==> src/rtl/mms_stream_ctrl.sv <==
// Frame max/min reducer: streams LEN unsigned operands through one shared compare/select stage.
// Optional out_idx position tracking is enabled by defining MMS_STREAM_IDX_EN.
`timescale 1ns/1ps
module mms_stream_ctrl #(
    parameter int DATA_W = 8,
    parameter int CNT_W  = 4
) (
    input  logic              clk,
    input  logic              rst_n,
    input  logic              start,
    input  logic              select,
    input  logic [CNT_W-1:0]  len,
    output logic              busy,
    output logic              len_err,
    input  logic              in_valid,
    input  logic [DATA_W-1:0] in_data,
    output logic              in_ready,
    output logic              out_valid,
    output logic [DATA_W-1:0] out_data,
    input  logic              out_ready
`ifdef MMS_STREAM_IDX_EN
    ,
    output logic [CNT_W-1:0]  out_idx
`endif
);

    typedef enum logic [1:0] {
        IDLE  = 2'd0,
        ACCUM = 2'd1,
        DONE  = 2'd2
    } state_t;

    state_t            state;
    state_t            state_next;
    logic [DATA_W-1:0] acc;
    logic [DATA_W-1:0] acc_next;
    logic [CNT_W-1:0]  count;
    logic [CNT_W-1:0]  count_next;
    logic [CNT_W-1:0]  len_q;
    logic [CNT_W-1:0]  len_q_next;
    logic              sel_q;
    logic              sel_q_next;
    logic              len_err_next;
    logic              better;
`ifdef MMS_STREAM_IDX_EN
    logic [CNT_W-1:0]  idx;
    logic [CNT_W-1:0]  idx_next;
`endif

    always_ff @(posedge clk or negedge rst_n) begin
        if (!rst_n) begin
            state   <= IDLE;
            acc     <= '0;
            count   <= '0;
            len_q   <= '0;
            sel_q   <= 1'b0;
            len_err <= 1'b0;
`ifdef MMS_STREAM_IDX_EN
            idx     <= '0;
`endif
        end else begin
            state   <= state_next;
            acc     <= acc_next;
            count   <= count_next;
            len_q   <= len_q_next;
            sel_q   <= sel_q_next;
            len_err <= len_err_next;
`ifdef MMS_STREAM_IDX_EN
            idx     <= idx_next;
`endif
        end
    end

    // Strict compare only, so ties leave the earlier operand in the accumulator.
    always_comb begin
        state_next   = state;
        acc_next     = acc;
        count_next   = count;
        len_q_next   = len_q;
        sel_q_next   = sel_q;
        len_err_next = 1'b0;
        better       = sel_q ? (in_data < acc) : (in_data > acc);
`ifdef MMS_STREAM_IDX_EN
        idx_next     = idx;
`endif
        case (state)
            IDLE: begin
                if (start) begin
                    if (len != '0) begin
                        sel_q_next = select;
                        len_q_next = len;
                        count_next = '0;
                        state_next = ACCUM;
                    end else begin
                        len_err_next = 1'b1;
                    end
                end
            end
            ACCUM: begin
                if (in_valid) begin
                    if ((count == '0) || better) begin
                        acc_next = in_data;
`ifdef MMS_STREAM_IDX_EN
                        idx_next = count;
`endif
                    end
                    // count < len_q <= 2^CNT_W-1 here, so the increment cannot wrap.
                    count_next = count + CNT_W'(1);
                    if (count_next == len_q) begin
                        state_next = DONE;
                    end
                end
            end
            DONE: begin
                if (out_ready) begin
                    state_next = IDLE;
                end
            end
            default: state_next = IDLE;
        endcase
    end

    assign busy      = (state != IDLE);
    assign in_ready  = (state == ACCUM);
    assign out_valid = (state == DONE);
    assign out_data  = acc;
`ifdef MMS_STREAM_IDX_EN
    assign out_idx   = idx;
`endif

endmodule

==> config.mk <==
export PLATFORM = sky130hd
export DESIGN_NAME = mms_stream_ctrl
export DESIGN_NICKNAME = d
export VERILOG_FILES = /design/src/rtl/mms_stream_ctrl.sv
export SDC_FILE = /design/constraint.sdc
export NUM_CORES = 1
export LEC_CHECK = 0
export ABC_AREA = 0
export CELL_PAD_IN_SITES_DETAIL_PLACEMENT = 1
export CELL_PAD_IN_SITES_GLOBAL_PLACEMENT = 1
export CORE_MARGIN = 2
export CORE_UTILIZATION = 39
export DETAILED_ROUTE_END_ITERATION = 12
export GPL_TIMING_DRIVEN = 0
export PLACE_DENSITY_LB_ADDON = 0.15
export SYNTH_ARGS = -nofsm -noshare
export SYNTH_HDL_FRONTEND = slang
export SYNTH_SLANG_ARGS = --single-unit
==> constraint.sdc <==
create_clock -name clk -period 3.4 [get_ports clk]
set_clock_uncertainty 0.15 [all_clocks]
set_input_delay 0.68 -clock clk [delete_from_list [all_inputs] [get_ports clk]]
set_output_delay 0.68 -clock clk [all_outputs]
set_load 0.02 [all_outputs]
==> results.cfg <==
[power]
ir_drop_mv = 0.5137
power_leakage_nw = 0.6633
swShare_pct = 40.65
power.switching_w = 0.0004907
p_clk_share_pct = 9.3
powerDensity_nw_per_um2 = 820.4
power_frac_comb_pct = 55.1
p_seq_share_pct = 35.5
finalPower_w = 0.001207
p_int_w = 0.0007164

[timing]
relSlewSlack_pct = 37.92
grt_setup_unrepaired = false
post-route-period-util_pct = 86.24
slew_violations = 0
setup_tns_ns = 0
setup_viol = 0
max_freq_mhz = 341.0
hold_viol = 0
worstMarginPinSlew_ns = 0.9283
fin_crit_ns = 2.932

[routing]
drtIter0Drc = 12
totalWireLength_um = 2459
viasPerCell = 5.241
ant_nets = 0
first_pass_iters = 4
vias = 891
drcViolationCount = 0
wl_per_cell_um = 14.46

[synthesis]
synth-xor-area-share_pct = 4.693
synth_edf_count = 0
ys_types = 25
synth_compound_area_share_pct = 13.07
synth_nets = 135
syn-cell-area_um2 = 1120
synthMuxAreaShare_pct = 9.944
syn_inst = 107
synthArstFlopShare_pct = 100.0
synth_adder_area_share_pct = 11.17
ys.flop_type = dfrtp_1
synth_top_family_by_area = compound AO/OA/AOI/OAI gates
ys_ff_latch = 20
syn_area_per_cell_um2 = 10.47
synthSimpleGateAreaFrac_pct = 11.40
seq_area_frac_synth_pct = 44.69
ys_warn_count = 0

[floorplan]
ios = 30
die_w_um = 57.59
dieArea_um2 = 3316
num_rows = 19
fp.dieH_um = 57.59
start_util_pct = 40.96
core_area_um2 = 2734

[placement]
routabilityCongestion = 0.7198
dp_hpwl_um = 2017
dpl.cell_count = 167
dpl_cell_area_um2 = 1449
port_buffers = 29

[setup_path]
crit_family = compound AO/OA/AOI/OAI gates
ff2ff_setup_slack_ns = 0.88
crit_slowest_cell = clkdlybuf4s50_1
critical_path.cell_chain = clkdlybuf4s50_1, ha_1, nor2b_1, o211ai_1, a21oi_1, or3b_1, a31oi_4, mux2_2
crit_fanout = 8
start_kind = input port
cpPeakStageDelay_ns = 0.42
required_ns = 3.44
end_kind = flip-flop
arrival_ns = 2.98
crit_type = in2reg
r2r-start = out_data[1]
crit_start = in_data[1]
path_buf_inv = 1

[global_route]
track_usage_pct = 16.66
grt_pass1_wl_um = 4133
antenna_found_initial = 0
grt_pass1_vias = 905
overflow = 0
grt_max_degree = 21

[clock_network]
cts_root_buffer = clkbuf_4
cts_setup_buffers = 0
cts_resized = 0
cts_buffers = 3
insertion_delay_ns = 0.30
clkTransAtPathRegs_ns = 0.11
cts_hold_buf = 0
cts_max_path_buffers = 2
clkSinkCount = 20
htreeDepth = 1
cts_tree = built

[cells_and_area]
antenna_cells = 0
final_cells = 170
drive_gt1_share_pct = 9.353
area_growth_pct = 31.40
final_area_um2 = 1471
fin_util_pct = 53.82
fin_nets = 169

[worst_hold_path]
min_from = len_q[2]
min_path_type = reg2reg

[outcome]
status = completed

[flow_run]
maxCapViolations = 0
-- power by group through the flow --
stage	clock network [W]	registers, W	logic (W)
floorplan	0	0.000473	0.000378
global placement	0	0.000423	0.000651
detailed placement	0	0.000436	0.000676
CTS	0.000118	0.000431	0.000680
global route	0.000125	0.000446	0.000746
finish	0.000113	0.000429	0.000666
-- sequential cells by signal, summed over array words and instances (netlist names) --
register,flops
out_data,8
len_err,1
sel_q,1
len_q,4
count,4
state,2
-- cells in the final DEF, fill, tap and decap left out --
cell type         n
o21ai_0           6
nor2_1            6
or4_1             1
mux2i_1           1
a221oi_1          1
clkbuf_1          1
nand4_1           2
nand2_1           9
xor2_1            3
a31oi_4           1
o2bb2ai_1         1
dfrtp_1          20
nor2b_1           3
mux2_2            9
nor4_1            1
o211ai_1          1
clkdlybuf4s50_1  29
ha_1             10
nand3_1           1
a21oi_1           4
xnor2_1           3
a22o_1            5
clkbuf_4          3
o22ai_1           1
inv_1            14
or3b_1            1
and2_1            2
-- metal layers --
metal	wire (um)	global-route usage (%)
met1	1142	23.41
met2	1210	26.46
met3	76	2.041
met4	29	5.980
met5	0	0
-- worst paths after layout --
path | depth (start not counted) | to
max | 8 | out_data[3]
min | 1 | len_q[2]
max reg2reg | 8 | out_data[3]
min reg2reg | 1 | len_q[2]
max in group asynchronous | 1 | len_err
min in group asynchronous | 1 | out_data[3]
-- area by class of cell --
class                      count  area [um^2]
tap                           31        38.79
inverter                      14        52.55
sequential                    20        500.5
fill                         317         1262
buffer                         1        3.754
multi-input combinational     72        563.0
clock buffer                   3        22.52
timing repair buffer          29        290.3
-- stage by stage --
step	setup slack (ns)	hold slack, ns
detailed placement	0.1100	0.3658
floorplan	0.7474	0.2344
global placement	0.1665	0.3564
global route	0.3269	0.4084
finish	0.4678	0.3896
CTS	0.4314	0.3915
-- synthesized netlist by cell type, types with 2 or more instances --
master / n / area share (%)
mux2_2: 9 / 9.1
and2_1: 2 / 1.1
nor2b_1: 3 / 1.7
ha_1: 10 / 11
xnor2_1: 3 / 2.3
nand2_1: 9 / 3.0
dfrtp_1: 20 / 45
nand4_1: 2 / 1.1
a22o_1: 5 / 3.9
inv_1: 14 / 4.7
nor2_1: 6 / 2.0
o21ai_0: 6 / 2.7
a21oi_1: 4 / 1.8
xor2_1: 3 / 2.3
-- worst register-to-register path, cell delays in order, from the launching register on --
cell	delay [ns]
dfrtp_1	0.38
inv_1	0.05
ha_1	0.28
nor2b_1	0.13
o211ai_1	0.15
a21oi_1	0.10
or3b_1	0.42
a31oi_4	0.37
mux2_2	0.39
-- cell families after synthesis --
kind of cell,after synthesis
flops,20
compound gates,20
mux,10
xor+xnor,6
buf+inv,15
fa+ha+maj,10
simple gates,26
Power figures use the tool's default switching activity.
==> variant 1, RTL diff (same flow settings) <==
The 3 states of `state_t` get a one-hot encoding in 3 bits.
--- a/src/rtl/mms_stream_ctrl.sv
+++ b/src/rtl/mms_stream_ctrl.sv
@@ -24,10 +24,10 @@
 `endif
 );
 
-    typedef enum logic [1:0] {
-        IDLE  = 2'd0,
-        ACCUM = 2'd1,
-        DONE  = 2'd2
+    typedef enum logic [2:0] {
+        IDLE  = 3'b001,
+        ACCUM = 3'b010,
+        DONE  = 3'b100
     } state_t;
 
     state_t            state;
Check against the original RTL: same outputs for any inputs over 10 cycles, from zero or initial values and one cycle with rst_n low; not proved beyond that.
==> variant 1 against the original RTL <==
Total power is 2.3% higher; final area is 4.4% higher; utilization is 0.95 points higher; wire length is 3.0% higher; worst setup slack worse by 16 ps; synthesized area is 5.5% higher; sequential cell count is 1 higher; via count is 4.2% higher.
==> variant 1: results <==
{
  "largest_register_ffs": 8,
  "worstPathArrival_ps": 3000,
  "insertion_delay_ps": 300,
  "wirelength_um": 2530,
  "p_comb_uw": 672,
  "first_pass_iters": 3,
  "cts_buffer_depth": 2,
  "dp_worst_setup_slack_ps": 118,
  "min-delay-start": "out_data[7]",
  "cpMaxStageDelayCell": "clkdlybuf4s50_1",
  "fill_cells": 323,
  "drive_gt1_share_pct": 12.5,
  "seq_area_frac_synth_pct": 44.6,
  "grt_max_degree": 22,
  "post-route-min-period_ps": 2950,
  "synthAdderAreaFrac_pct": 10.6,
  "netlist_top_cells_area": "dfrtp_1 (42%), mux2_2 (12%), ha_1 (11%)",
  "crit_path_end": "out_data[4]",
  "r2r-start": "out_data[1]",
  "hold_end": "out_data[7]",
  "synth_cell_types": 26,
  "diodes": 0,
  "relSlewSlack_pct": 37.1,
  "num_vias": 928,
  "drt-initial-drc-count": 24,
  "ys_warn_count": 0,
  "synth_commonest_cells": "dfrtp_1 (20), mux2_2 (13), inv_1 (12)",
  "min_path_type": "reg -> reg",
  "synthMuxAreaShare_pct": 12.4,
  "synth_nets": 139,
  "synth-async-reset-ratio_pct": 100,
  "place_area_um2": 1510,
  "gp_congestion": 0.785,
  "hold_depth": 1,
  "timing.hold.ws_ps": 399,
  "cts_root_buf": "clkbuf_4",
  "total_leakage_power_nw": 0.680,
  "p_clk_uw": 121,
  "status": "completed",
  "grt_pass1_vias": 979,
  "syn2layout_area_growth_pct": 30.1,
  "dp.cells": 171,
  "peakVddDrop_mv": 0.312,
  "p_seq_uw": 442,
  "grt_first_pass_wirelength_um": 4620,
  "routedWlPerCell_um": 14.5,
  "syn_area_per_cell_um2": 10.6,
  "synth_compound_area_share_pct": 11.0,
  "post-dp-hpwl_um": 2000,
  "grt_usage_pct": 17.4,
  "p_switching_uw": 490,
  "htreeDepth": 1,
  "synth-xor-area-share_pct": 4.45
}
variant 1: area by class of cell:
type                       instances  area share (%)
clock buffer                       4            1.71
inverter                          12            2.93
multi-input combinational         78            39.7
sequential                        21            34.3
tap                               31            2.52
timing repair buffer              29            18.9
variant 1: cells by family after synthesis:
logic type / Yosys count
flip-flops: 21
multiplexers: 13
AO/OA/AOI/OAI: 19
buffers and inverters: 12
XOR/XNOR: 6
AND/OR/NAND/NOR: 30
adder cells (fa/ha/maj): 10
variant 1: layer usage:
layer	GRT usage (%)	routed length, um	vias up	part of all wire (%)
li1	-	-	458	-
met1	23.5	1170	451	46
met2	28.4	1270	15	50
met3	2.62	72	4	2.8
met4	6.17	22	0	0.87
met5	0	0	-	0
variant 1: worst max-delay path, delay by kind of cell:
| kind | cells | cell delay [ps] |
|---|---|---|
| adder cells (fa/ha/maj) | 1 | 320 |
| AND/OR/NAND/NOR | 2 | 560 |
| multiplexers | 1 | 380 |
| buffers and inverters | 1 | 430 |
| AO/OA/AOI/OAI | 3 | 630 |
==> variant 2, RTL diff (same settings) <==
Made on the original files. The option `MMS_STREAM_IDX_EN` is turned on by a define.
--- a/src/rtl/mms_stream_ctrl.sv
+++ b/src/rtl/mms_stream_ctrl.sv
@@ -1,6 +1,8 @@
 // Frame max/min reducer: streams LEN unsigned operands through one shared compare/select stage.
 // Optional out_idx position tracking is enabled by defining MMS_STREAM_IDX_EN.
 `timescale 1ns/1ps
+`define MMS_STREAM_IDX_EN
+
 module mms_stream_ctrl #(
     parameter int DATA_W = 8,
     parameter int CNT_W  = 4
Check against the original RTL (old outputs only; new: out_idx): equivalent (Yosys induction, for registers that start in step).
==> variant 2 against the original RTL <==
Wire length is 13% higher; count of clock-buffer cells in the layout grew 1; sequential cell count grew 4; synthesized cell count is 4.7% higher; worst setup slack worse by 59 ps; largest power group unchanged; via count grew 7.1%; utilization decreased by 1.2 points; total power up 30%; synthesized area rose by 17%; clock power rose by 40%; final area up 18%; combinational power rose by 32%; critical endpoint is now out_idx[3].
==> variant 2: results <==
{
  "status": "completed",
  "drive_gt1_share_pct": 16.8,
  "fin_nets": 178,
  "fill_cells": 373,
  "num_vias": 954,
  "syn_inst": 112,
  "crit_path_end": "out_idx[3]",
  "post-dp-hpwl_um": 2230,
  "hold_end": "out_idx[0]",
  "clk_pin_slew_ps": 140,
  "insertion_delay_ps": 320,
  "synth_commonest_cells": "dfrtp_1 (24), inv_1 (11), ha_1 (10), mux2_4 (10), o21ai_0 (8)",
  "wirelength_um": 2780,
  "grt_max_degree": 25,
  "port_buffers": 33,
  "gp_congestion": 0.735,
  "grt_first_pass_wirelength_um": 4540,
  "peakVddDrop_mv": 0.300,
  "worstPathArrival_ps": 3050,
  "place_area_um2": 1690,
  "netlist_top_cells_area": "dfrtp_1 (46%), mux2_4 (12%), ha_1 (9.6%)",
  "reg2reg_slack_ps": 780,
  "seq_area_frac_synth_pct": 46.0,
  "synth_nets": 140,
  "min-delay-start": "out_idx[0]",
  "grt_pass1_vias": 986,
  "synth_top_area_share_pct": 46.0,
  "drt-initial-drc-count": 14,
  "first_pass_iters": 2,
  "grt_usage_pct": 16.2,
  "total_leakage_power_nw": 0.782,
  "path_delay_family": "buffers and inverters",
  "routedWlPerCell_um": 14.2,
  "timing.hold.ws_ps": 383,
  "worstPathMaxFanout": 10
}
variant 2: changes by cell type after synthesis, sizes merged, moves of 2 or more:
cell | before | now
and2 | 2 | 0
mux2 | 9 | 17
o21ai | 6 | 8
inv | 14 | 11
nand2b | 0 | 3
a22o | 5 | 0
dfrtp | 20 | 24
nand2 | 9 | 6
variant 2: metal layers:
metal	global-route usage, %	wire length, um	up-vias
li1	-	-	460
met1	19.9	1220	472
met2	28.7	1410	20
met3	3.31	120	2
met4	4.56	23	0
met5	0	0	-
variant 2: area by class of cell:
cell class	count	area (um2)	area share, %
repair buffers	33	330	19.1
plain buffers	1	11.3	0.651
inverters	11	41.3	2.39
multi-input cells	76	652	37.7
well taps	46	57.6	3.33
clock buffers	4	36.3	2.10
flip-flops and latches	24	601	34.7
variant 2: logic make-up (layout without fill, tap and decap cells):
logic type,count (synthesis),count (layout),synth area share [%]
and+or+nand+nor,26,26,10.5
DFF,24,24,46.0
AOI/OAI and AO/OA,18,18,8.92
muxes,17,17,17.5
buffers and inverters,12,49,4.03
adders and majority gates,10,10,9.59
xor gates and xnor gates,5,5,3.36
variant 2: power breakdown:
part / total [mW] / switching, mW / internal [mW]
sequential: 0.526 / 0.112 / 0.413
clock: 0.158 / 0.0930 / 0.0654
combinational: 0.881 / 0.404 / 0.478
total: 1.57 / 0.609 / 0.956
variant 2: stage by stage:
stage	util, %	worst slack [ps]	total power, mW
5_1_grt	52.6	361	1.70
2_1_floorplan	-	713	1.11
3_5_place_dp	51.5	61.2	1.43
3_3_place_gp	51.5	110	1.38
6_report	52.6	409	1.57
4_1_cts	52.6	411	1.59
